<file path="src/rtl/control_sequencer.sv">
// Hardwired control unit: fetch (T0-T2), decode, and register-to-register ALU execution (T3-T6).
// Optional build macro CU_SINGLE_STEP_EN: one instruction per 0->1 edge on run.
module control_sequencer #(
    parameter logic [3:0] WAIT_MAX    = 4'd15,
    parameter logic [4:0] HALT_OPCODE = 5'b11111
) (
    input  logic        clk,
    input  logic        clr,
    input  logic        run,
    input  logic [31:0] ir,
    input  logic        mem_ready,
    output logic [31:0] enable,
    output logic [31:0] busSelect,
    output logic        MD_Read,
    output logic [3:0]  Control_Signals,
    output logic [3:0]  state,
    output logic        done,
    output logic        illegal,
    output logic        mem_timeout
);

    typedef enum logic [3:0] {
        S_IDLE = 4'd0,
        S_T0   = 4'd1,
        S_T1   = 4'd2,
        S_T2   = 4'd3,
        S_T3   = 4'd4,
        S_T4   = 4'd5,
        S_T5   = 4'd6,
        S_T6   = 4'd7
    } state_t;

    state_t      r_state;
    state_t      w_stateNext;
    state_t      w_endState;
    logic [3:0]  r_waitCnt;
    logic [3:0]  w_cntNext;
    logic        r_memTimeout;
    logic        w_timeoutHit;
    logic        w_start;

    logic [4:0]  w_opcode;
    logic [3:0]  w_ra;
    logic [3:0]  w_rb;
    logic [3:0]  w_rc;
    logic        w_isHalt;
    logic        w_isBinary;
    logic        w_isUnary;
    logic        w_isIllegal;
    logic        w_isMulDiv;
    logic [31:0] w_raSel;
    logic [31:0] w_rbSel;
    logic [31:0] w_rcSel;
    logic        w_unused;

    assign w_opcode = ir[31:27];
    assign w_ra     = ir[26:23];
    assign w_rb     = ir[22:19];
    assign w_rc     = ir[18:15];
    assign w_unused = ^ir[14:0];

    // Opcode classes; anything that is neither an ALU op nor HALT is illegal.
    assign w_isHalt    = (w_opcode == HALT_OPCODE);
    assign w_isUnary   = (w_opcode == 5'd6) || (w_opcode == 5'd7);
    assign w_isBinary  = (w_opcode <= 5'd5) || ((w_opcode >= 5'd8) && (w_opcode <= 5'd12));
    assign w_isIllegal = !w_isHalt && !w_isUnary && !w_isBinary;
    assign w_isMulDiv  = (w_opcode == 5'd8) || (w_opcode == 5'd9);

    assign w_raSel = 32'd1 << w_ra;
    assign w_rbSel = 32'd1 << w_rb;
    assign w_rcSel = 32'd1 << w_rc;

    assign w_cntNext   = r_waitCnt + 4'd1;
    assign state       = r_state;
    assign mem_timeout = r_memTimeout;

`ifdef CU_SINGLE_STEP_EN
    logic r_runPrev;

    always_ff @(posedge clk) begin
        if (clr) begin
            r_runPrev <= 1'b0;
        end else begin
            r_runPrev <= run;
        end
    end

    assign w_start    = run && !r_runPrev;
    assign w_endState = S_IDLE;
`else
    assign w_start    = run;
    assign w_endState = run ? S_T0 : S_IDLE;
`endif

    always_ff @(posedge clk) begin
        if (clr) begin
            r_state <= S_IDLE;
        end else begin
            r_state <= w_stateNext;
        end
    end

    // The wait counter only runs while T1 is stalled and restarts at every T1 entry.
    always_ff @(posedge clk) begin
        if (clr) begin
            r_waitCnt    <= 4'd0;
            r_memTimeout <= 1'b0;
        end else begin
            if ((r_state == S_T1) && !mem_ready && !w_timeoutHit) begin
                r_waitCnt <= w_cntNext;
            end else begin
                r_waitCnt <= 4'd0;
            end
            if (w_timeoutHit) begin
                r_memTimeout <= 1'b1;
            end
        end
    end

    always_comb begin
        w_stateNext  = r_state;
        w_timeoutHit = 1'b0;
        case (r_state)
            S_IDLE: begin
                if (w_start) begin
                    w_stateNext = S_T0;
                end
            end
            S_T0: w_stateNext = S_T1;
            S_T1: begin
                if (mem_ready) begin
                    w_stateNext = S_T2;
                end else if (w_cntNext == WAIT_MAX) begin
                    w_stateNext  = S_IDLE;
                    w_timeoutHit = 1'b1;
                end
            end
            S_T2: w_stateNext = S_T3;
            S_T3: begin
                if (w_isHalt) begin
                    w_stateNext = S_IDLE;
                end else if (w_isBinary || w_isUnary) begin
                    w_stateNext = S_T4;
                end else begin
                    w_stateNext = w_endState;
                end
            end
            S_T4: w_stateNext = S_T5;
            S_T5: w_stateNext = w_isMulDiv ? S_T6 : w_endState;
            S_T6: w_stateNext = w_endState;
            default: w_stateNext = S_IDLE;
        endcase
    end

    // Moore outputs: only the registered state and the decoded IR fields feed these.
    always_comb begin
        enable          = 32'd0;
        busSelect       = 32'd0;
        MD_Read         = 1'b0;
        Control_Signals = 4'd0;
        done            = 1'b0;
        illegal         = 1'b0;
        case (r_state)
            S_T0: begin
                busSelect[20] = 1'b1;
                enable[25]    = 1'b1;
                enable[28]    = 1'b1;
                enable[24]    = 1'b1;
            end
            S_T1: begin
                busSelect[19] = 1'b1;
                enable[20]    = 1'b1;
                enable[21]    = 1'b1;
                MD_Read       = 1'b1;
            end
            S_T2: begin
                busSelect[21] = 1'b1;
                enable[23]    = 1'b1;
            end
            S_T3: begin
                if (w_isHalt) begin
                    done = 1'b1;
                end else if (w_isBinary) begin
                    busSelect  = w_rbSel;
                    enable[27] = 1'b1;
                end else if (w_isIllegal) begin
                    illegal = 1'b1;
                end
            end
            S_T4: begin
                busSelect       = w_isUnary ? w_rbSel : w_rcSel;
                Control_Signals = w_opcode[3:0];
                enable[24]      = 1'b1;
            end
            S_T5: begin
                busSelect[19] = 1'b1;
                if (w_isMulDiv) begin
                    enable[17] = 1'b1;
                end else begin
                    enable = w_raSel;
                    done   = 1'b1;
                end
            end
            S_T6: begin
                busSelect[18] = 1'b1;
                enable[16]    = 1'b1;
                done          = 1'b1;
            end
            default: begin
            end
        endcase
    end

endmodule
</file>
<file path="config.mk">
export PLATFORM = sky130hd
export DESIGN_NAME = control_sequencer
export DESIGN_NICKNAME = d
export VERILOG_FILES = /design/src/rtl/control_sequencer.sv
export SDC_FILE = /design/constraint.sdc
export NUM_CORES = 1
export LEC_CHECK = 0
export BUFFER_PORTS_ARGS = -buffer_cell sky130_fd_sc_hd__buf_2
export CORE_MARGIN = 1.5
export CORE_UTILIZATION = 41
export CTS_CLUSTER_DIAMETER = 120
export CTS_CLUSTER_SIZE = 12
export DETAILED_ROUTE_END_ITERATION = 10
export GPL_TIMING_DRIVEN = 1
export PLACE_DENSITY = 0.95
export SETUP_SLACK_MARGIN = 0.1
export SLEW_MARGIN = 10
export SYNTH_ARGS = -nofsm -noshare
export SYNTH_HDL_FRONTEND = slang
export SYNTH_SLANG_ARGS = --single-unit
</file>
<file path="constraint.sdc">
create_clock -name clk -period 3.1 [get_ports clk]
set_input_delay 0.465 -clock clk [delete_from_list [all_inputs] [get_ports clk]]
set_output_delay 0.465 -clock clk [all_outputs]
set_load 0.005 [all_outputs]
</file>
## Yosys cells after proc, flatten, opt, wreduce, memory -nomap -nowiden

Index checks and enable logic that the tools add are counted.

| operators by class | value |
|---|---|
| div/mod/pow operators | 0 |
| equality and inequality tests | 15 |
| multiplexer cells | 46 |
| add/sub/neg operators | 1 |
| magnitude comparators | 3 |
| bitwise logic cells | 1 |
| reduce and logical (&&, ||, !) cells | 19 |
| shift operators | 3 |
| multipliers | 0 |

Operator list:

| operator | number |
|---|---|
| two-way mux 32 bit | 3 |
| << shifter 1 x 4 -> 32 bit (first input constant) | 3 |
| case mux 18 bit (2 select lines) | 1 |
| case mux 4 bit (8 select lines) | 1 |
| case mux 10 bit (2 select lines) | 1 |
| two-way mux 17 bit | 1 |
| == test 4 x 3 -> 1 bit (second input constant) | 4 |
| two-way mux 1 bit | 16 |
| two-way mux 16 bit | 1 |
| two-way mux 4 bit | 4 |
| two-way mux 3 bit | 5 |
| case mux 1 bit (3 select lines) | 5 |
| two-way mux 14 bit | 1 |
| case mux 1 bit (2 select lines) | 6 |
| == test 5 x 3 -> 1 bit (second input constant) | 2 |
| == test 5 x 4 -> 1 bit (second input constant) | 2 |
| == test 4 x 2 -> 1 bit (second input constant) | 2 |
| OR reduction 2 bit | 3 |
| == test 5 bit (second input constant) | 1 |
| >= comparator 5 x 4 -> 1 bit (second input constant) | 1 |
| less-or-equal comparator 5 x 3 -> 1 bit (second input constant) | 1 |
| less-or-equal comparator 5 x 4 -> 1 bit (second input constant) | 1 |
| logical AND 1 bit | 5 |
| logical NOT 1 bit | 5 |
| 10 further kinds | 13 |

| word-level totals | value |
|---|---|
| word-level logic and storage cells | 91 |
| input port bits | 36 |
| memories | 0 |
| register bits | 9 |
| output and inout port bits | 76 |
| memory bits (writable) | 0 |
| ROM bits | 0 |
| bits in latches | 0 |

## Logic depth before layout (Yosys ltp)

Gate-level depths: netlist of run 1.

| logic depth | value |
|---|---|
| word-level depth | 9 |
| depth in mapped cells | 6 |
| mapped depth without buffers | 5 |

## Worst setup path before layout of run 1

No wires, ideal clock.

| timing | value |
|---|---|
| path kind | in2out |
| start point | in ir[28] |
| end point | out enable[1] |
| data required time | 2.635 ns |
| arrival | 1.564 ns |
| buffers on the path | 0 |
| slack | 1.071 ns |
| stages on the path | 4 |
| cells stage by stage | or4b_1 > and3_1 > or3b_1 > nor2_1 |

| between the ends | value |
|---|---|
| cells in the longest elaborated chain, start to end | 4 |
| elaborated cells between the ends (all ways) | 5 |
| those cells by class | 2 x eq/ne; 2 x mux; 1 x reduce/logical |

RTL lines:

| item | RTL line | source |
|---|---|---|
| start: declaration | 10 | `input logic [31:0] ir,` |
| == test 5 x 4 -> 1 bit | 67 | `assign w_isMulDiv = (w_opcode == 5'd8) \|\| (w_opcode == 5'd9);` |
| logical OR 1 bit * | 67 |  |
| two-way mux 17 bit * | 197 | `if (w_isMulDiv) begin` |
| two-way mux 16 bit * | 163 | `case (r_state)` |
| end: declaration | 12 | `output logic [31:0] enable,` |

Mark *: on every way between the ends. The rest lies on a longest branch, timed or not.

## Worst setup path after layout of run 1

| timing | value |
|---|---|
| start point | reg r_state[1] (netlist: state[1]) |
| end point | out enable[0] |

| between the ends | value |
|---|---|
| cells in the longest elaborated chain, start to end | 2 |

RTL lines:

| item | RTL line | source |
|---|---|---|
| start: declaration | 33 | `state_t r_state;` |
| start signal: assignment | 99 | `r_state <= w_stateNext;` |
| == test 4 x 3 -> 1 bit | 163 |  |
| two-way mux 16 bit | 163 |  |

No other way between the ends.

==> results of run 1 <==
[stage by stage]
stage / power (mW) / hold WS [ps]
after floorplan: 0.224 / 446
after global placement: 0.246 / 466
after detailed placement: 0.250 / 473
after CTS: 0.332 / 397
after global routing: 0.360 / 397
final: 0.329 / 407
[critical path: cells and delay by family, from the launching register on]
kind          cells  cell delay [ps]
simple gates      4             1100
buf+inv           2              220
flops             1              520
[worst min path at each step]
stage,to,depth (start not counted)
3_3_place_gp,r_waitCnt[0],1
2_1_floorplan,r_waitCnt[0],1
5_1_grt,state[1],2
4_1_cts,state[1],2
3_5_place_dp,r_waitCnt[0],1
6_report,state[1],2
[cell families after synthesis]
kind of cell,Yosys count,share of synthesized area [%]
AOI/OAI and AO/OA,37,22.1
xor gates and xnor gates,2,1.37
adders and majority gates,2,1.95
buffers and inverters,36,18.9
DFF,8,12.5
other,1,0.293
and+or+nand+nor,102,42.9
[per-layer routing]
layer | wire length [um] | share of wire, % | vias to the layer above
met3 | 253 | 7.5 | 6
met5 | 0 | 0 | -
met4 | 40 | 1.2 | 0
li1 | - | - | 768
met1 | 1310 | 39 | 682
met2 | 1750 | 52 | 69
[cell type report]
| cell class | instances | area share, % |
|---|---|---|
| repair buffers | 77 | 24.5 |
| clock buffers | 3 | 1.42 |
| flip-flops and latches | 8 | 10.1 |
| multi-input cells | 163 | 60.0 |
| well taps | 33 | 2.61 |
| inverters | 6 | 1.42 |
[sequential cells by signal, summed over array words and instances, names as in the netlist]
register and cells:
mem_timeout 1, state 3, r_waitCnt 4
[cell usage after synthesis (2+ instances only)]
library cell  count
o31ai_1           2
and3_1            6
o211ai_2          2
inv_1             6
nand3_1          10
a21o_1            2
o22ai_1          10
nor2_1           33
nor3_1            4
or2_2             3
buf_4            26
a21oi_1           2
nand2b_1          8
nand2_1          13
o21ai_0           5
o2111ai_1         2
a21boi_0          3
a31oi_1           2
nand4_1           3
clkbuf_1          2
nand3b_1          5
nor2b_1           3
nand4b_1          2
dfxtp_1           8
ha_1              2
[cells in the final DEF (no fill, tap or decap), types with 2 or more instances in the layout]
cell type	n
nand4b_1	2
inv_1	6
nand3_1	10
nand2b_1	8
o22ai_1	10
dfxtp_1	8
nand2_1	13
o31ai_1	2
o2111ai_1	2
conb_1	20
or2_2	3
nor3_1	4
o211ai_2	2
a31oi_1	2
a21oi_1	2
o21ai_0	5
nor2b_1	3
nand3b_1	5
and3_1	6
a21boi_0	3
nor2_1	33
buf_2	76
clkbuf_4	3
ha_1	2
a21o_1	2
nand4_1	3
[power groups by stage]
stage	registers, mW	logic [mW]	clock network, mW
6_report	0.122	0.127	0.0800
5_1_grt	0.124	0.143	0.0929
4_1_cts	0.122	0.126	0.0834
3_5_place_dp	0.124	0.126	0
3_3_place_gp	0.123	0.122	0
2_1_floorplan	0.115	0.108	0
==> run metrics, run 1 <==
Tcrit/Tclk final=between 80% and 90%; Final TNS setup=0 ps; class of the tightest hold or removal check=in -> reg; Register-to-Register Path Depth=4; number of placed cells counting well taps=roughly 290; fill cell count=296; actual transition at the worst max-transition pin=496 ps; time the final worst path needs with I/O delays and setup=2550 ps; Area after DPL=1560 um^2; proportion of synthesized chip area in sequential cells=12.5%; max-slew violation count=0; RSZ-0062 raised after global routing=no; wire length of the first global-routing pass=5210 um; Core ar.=3000 um^2; via density per instance=5.26; Iteration-0 DRC Markers=41; library cell used as clock root buffer=clkbuf_4; area overhead of the layout relative to synthesis=23.8%; Internal Power=between 0.2 and 0.25 mW; part of the total power dissipated in sequential elements=a little under two fifths; start-to-end type of the worst setup path=reg -> out; number of top-level pins=112; largest net degree at the start of global routing=25; largest incremental delay on the critical path=520 ps; layer with the highest usage after global routing=met2; proportion of layout cells with a drive suffix above 1=36.2%; DRC errors left=0; slowest CP cell=dfxtp_1; Util after Layout=about 53%; biggest area consumer among synthesized cells=buf_4; GRT Overall Usage=18.8%; Die Y-Extent=58.9 um; CTS tree=done; maximum operating frequency=0.392 GHz; clock transition at the register clock pins on the worst setup and hold paths after CTS=50 ps; Hold Vio Cnt, Final=0; cell area after synthesis=1280 um^2; result of the run=completed; Req. time, crit path=2630 ps; unique cell type count in the Yosys netlist=49; final cell area excluding filler cells=around 1600 um^2; launch point of the worst hold path=clr; Syn Inst Count=188; overflow left after global routing=0; Area contributors post-synth=buf_4 (15%), dfxtp_1 (13%), nor2_1 (9.7%); # Max-Cap Violations=0; detailed-route via count=1525; Max VDD drop=between 0.2 and 0.25 mV; die outline width=58.9 um; number of nets at the end of the flow=297; M2 GR Usage=between 30% and 40%; Register Area=approximately 160 um^2; fraction of power spent switching nets=38.4%; proportion of register bits with asynchronous set or reset after synthesis=0%; initial antenna violation count=0; met1 layer usage reported by global route=22.5%; Fin Clk Skew=2.85 ps; sequence of cells on the critical path=or2b_1, inv_1, and3_1, or3b_1, nor3_2, buf_2; maximum buffer depth of the clock tree=2; launching element type of the critical path=flip-flop; leakage power figure=between 0.8 and 0.9 nW; initial cell density of the core=42.6%; multi-input gate area in the final layout=950 um^2; antenna viol nets, final=0; Reg-to-Reg Start=state[1]; power density of the placed cells=208 nW/um^2; Net Switching=0.126 mW; final worst-path setup slack=549 ps; setup slack, reg-to-reg=1540 ps; met3 Usage GRT=3.96%; routed wire length=3360 um; clock network power share=roughly a quarter; worst slack at placement=705 ps; synthesis warning total=0; Post-Synthesis Mean Instance Area=6.81 um^2; post-route non-filler standard cell count=290; num rows=20; clock buffers created by TritonCTS=3; post-CTS setup-driven buffer insertion count=0; vias in the first global route=1189; crit path launch=state[1]; CTS sink count=8; final estimated routing congestion in global placement=0.902; final HPWL from detailed placement=2690 um; H-tree levels=1; Total Die Area=3470 um^2; Top FF cell, synth=dfxtp_1; end point of the critical path=enable[0]; number of buffer cells added on primary ports=76; clock latency on the worst-skew pair=roughly 260 ps; signal arrival time at the worst endpoint=2090 ps; number of synthesized flops with an enable pin=0; CP Max Fanout=12; number of antenna cells inserted=0; end of the worst register-to-register path=r_waitCnt[2]; Comb pwr share=roughly 39%; area fraction of the dominant cell type after synthesis=~15%; Setup-failing EPs final=0; total of flip-flops plus latches after synthesis=8; WL per Instance=11.6 um; hold buffer count at cts=0; PostCTS Resize Cnt=0; Worst setup EP type=output pin; number of search-and-repair iterations in the first detailed-routing pass=4; Slew HR=66.8%
No activity file was read; power rests on OpenSTA's default activity.
==> run 2: changes to the inputs <==
Settings changed: CORE_UTILIZATION 41 to 35, PLACE_DENSITY 0.95 to 0.88.
Clock period 3.1 ns to 2.1 ns, I/O delays scaled along.
==> run metrics, run 2 (synthesized netlist as in run 1, its figures left out) <==
result of the run=complete, but fails checks (was completed); failing checks=negative setup slack; total routed wire length on the met1 layer=1460 um (was 1310 um); detailed-route via count=1555 (was 1525); Setup-failing EPs final=2 (was 0); total power=0.505 mW (was 0.329 mW); Register Area=163 um^2 (was 160 um^2); Reg-to-Reg Start=r_waitCnt[0] (was state[1]); clock latency on the worst-skew pair=250 ps (was 260 ps); Hold Vio Cnt, Final=0 (unchanged); Util after Layout=51.7% (was 52.8%); hold buffer count at cts=0 (unchanged); post-route non-filler standard cell count=313 (was 290); Worst Hold Depth=2 (unchanged); Fin Clk Skew=1.03 ps (was 2.85 ps); final worst-path setup slack=-9.42 ps (was 549 ps); CTS tree=done (unchanged); H-tree levels=1 (unchanged); max-slew violation count=0 (unchanged); Req. time, crit path=1780 ps (was 2630 ps); via density per instance=4.97 (was 5.26); launching element type of the critical path=flip-flop (unchanged); antenna viol nets, final=0 (unchanged); die outline width=63.5 um (was 58.9 um); Max VDD drop=0.275 mV (was 0.228 mV); signal arrival time at the worst endpoint=1790 ps (was 2090 ps); setup slack, reg-to-reg=620 ps (was 1540 ps); CTS sink count=8 (unchanged); DRC errors left=0 (unchanged); start-to-end type of the worst setup path=reg -> out (unchanged); number of antenna cells inserted=0 (unchanged); overflow left after global routing=0 (unchanged); wire length on met3=180 um (was 253 um); initial antenna violation count=0 (unchanged); proportion of layout cells with a drive suffix above 1=44.6% (was 36.2%); fill cell count=353 (was 296); RSZ-0062 raised after global routing=yes (was no); Largest register FFs=4 (unchanged); Iteration-0 DRC Markers=30 (was 41); wire length of the first global-routing pass=5330 um (was 5210 um); CP Max Fanout=5 (was 12); number of placed cells counting well taps=303 (was 287); clock transition at the register clock pins on the worst setup and hold paths after CTS=50 ps (about the same); Worst setup EP type=output pin (unchanged); number of top-level pins=112 (unchanged); routed wire length=3460 um (was 3360 um); class of the tightest hold or removal check=in -> reg (unchanged); maximum operating frequency=0.474 GHz; vias in the first global route=1259 (was 1189); time the final worst path needs with I/O delays and setup=2110 ps; maximum buffer depth of the clock tree=2 (unchanged); number of buffer cells added on primary ports=76 (unchanged); number of nets at the end of the flow=307 (was 297); most common library cell in the layout ignoring fill and taps=buf_2 (unchanged); Core ar.=3420 um^2 (was 3000 um^2); worst min-delay path endpoint=state[1] (unchanged); initial cell density of the core=37.5% (was 42.6%); Top reg by flops=r_waitCnt (unchanged); largest net degree at the start of global routing=23 (was 25); library cell used as clock root buffer=clkbuf_4 (unchanged); final worst hold slack=261 ps (was 407 ps); leakage power figure=0.906 nW (was 0.847 nW); commonest cells after routing, fill and taps aside=buf_2 (74), nor2_1 (32), conb_1 (20) (was buf_2 (76), nor2_1 (33), conb_1 (20)); # Max-Cap Violations=0 (unchanged); WL per Instance=11.1 um (was 11.6 um); Met2 Routed Length=1810 um (was 1750 um); power density of the placed cells=286 nW/um^2 (was 208 nW/um^2); final estimated routing congestion in global placement=0.925 (was 0.902); Register-to-Register Path Depth=5 (was 4); num rows=21 (was 20); area overhead of the layout relative to synthesis=38.0% (was 23.8%); Final TNS setup=-13.5 ps (was 0 ps); top metal layer carrying routed signals=met4 (unchanged); GRT Overall Usage=15.7% (was 18.8%); clock buffers created by TritonCTS=3 (unchanged); Die Y-Extent=63.5 um (was 58.9 um); number of search-and-repair iterations in the first detailed-routing pass=4 (unchanged); launch point of the worst hold path=clr (unchanged); Tcrit/Tclk final=100%; final HPWL from detailed placement=2680 um (was 2690 um); end of the worst register-to-register path=state[2] (was r_waitCnt[2]); Total Die Area=4030 um^2 (was 3470 um^2); multi-input gate area in the final layout=1030 um^2 (was 950 um^2)
run 2: critical path: stages, from the launching register on:
cell      delay, ps
dfxtp_2         320
or4b_4          520
a21oi_4         260
o211ai_2        140
o22ai_1         170
buf_2           130
run 2: where the power goes:
| part | switching (mW) | internal, mW | total, mW |
|---|---|---|---|
| registers | 0.00573 | 0.161 | 0.167 |
| clock network | 0.0493 | 0.0652 | 0.114 |
| logic | 0.135 | 0.0890 | 0.224 |
| total | 0.190 | 0.315 | 0.505 |
run 2: per-layer routing:
layer	vias up	global-route usage, %
met5	-	0
met4	0	2.45
met3	2	2.32
met2	58	28.8
met1	710	19.6
li1	785	-
run 2: cell type report:
class                           count  share of cell area, %
Clock buffer                        3                   1.27
Inverter                            6                   1.27
Multi-Input combinational cell    164                   58.5
Sequential cell                     8                   9.21
Tap cell                           46                   3.26
Timing Repair Buffer               86                   26.5
run 2: worst max path at each step:
| stage | start | endpoint | slack, ps | depth (start not counted) |
|---|---|---|---|---|
| after floorplan | state[1] | busSelect[10] | 250 | 5 |
| after global placement | ir[31] | busSelect[8] | 120 | 6 |
| after detailed placement | ir[31] | busSelect[8] | 100 | 6 |
| after CTS | state[1] | busSelect[5] | -30 | 5 |
| after global routing | state[1] | busSelect[15] | -90 | 5 |
| final | state[1] | busSelect[11] | -9 | 5 |
run 2: through the flow:
step | instance area [um^2] | setup slack, ps
2_1_floorplan | 1350 | 247
6_report | 1770 | -9.42
4_1_cts | 1720 | -26.2
3_3_place_gp | 1600 | 119
3_5_place_dp | 1600 | 102
5_1_grt | 1770 | -87.5
run 2: timing repair:
item,4_1_cts,5_1_grt
endpoints found under the setup margin,21,29
gates cloned,1,0
setup buffers,4,2
gates resized for setup,18,9
pin swaps,15,9
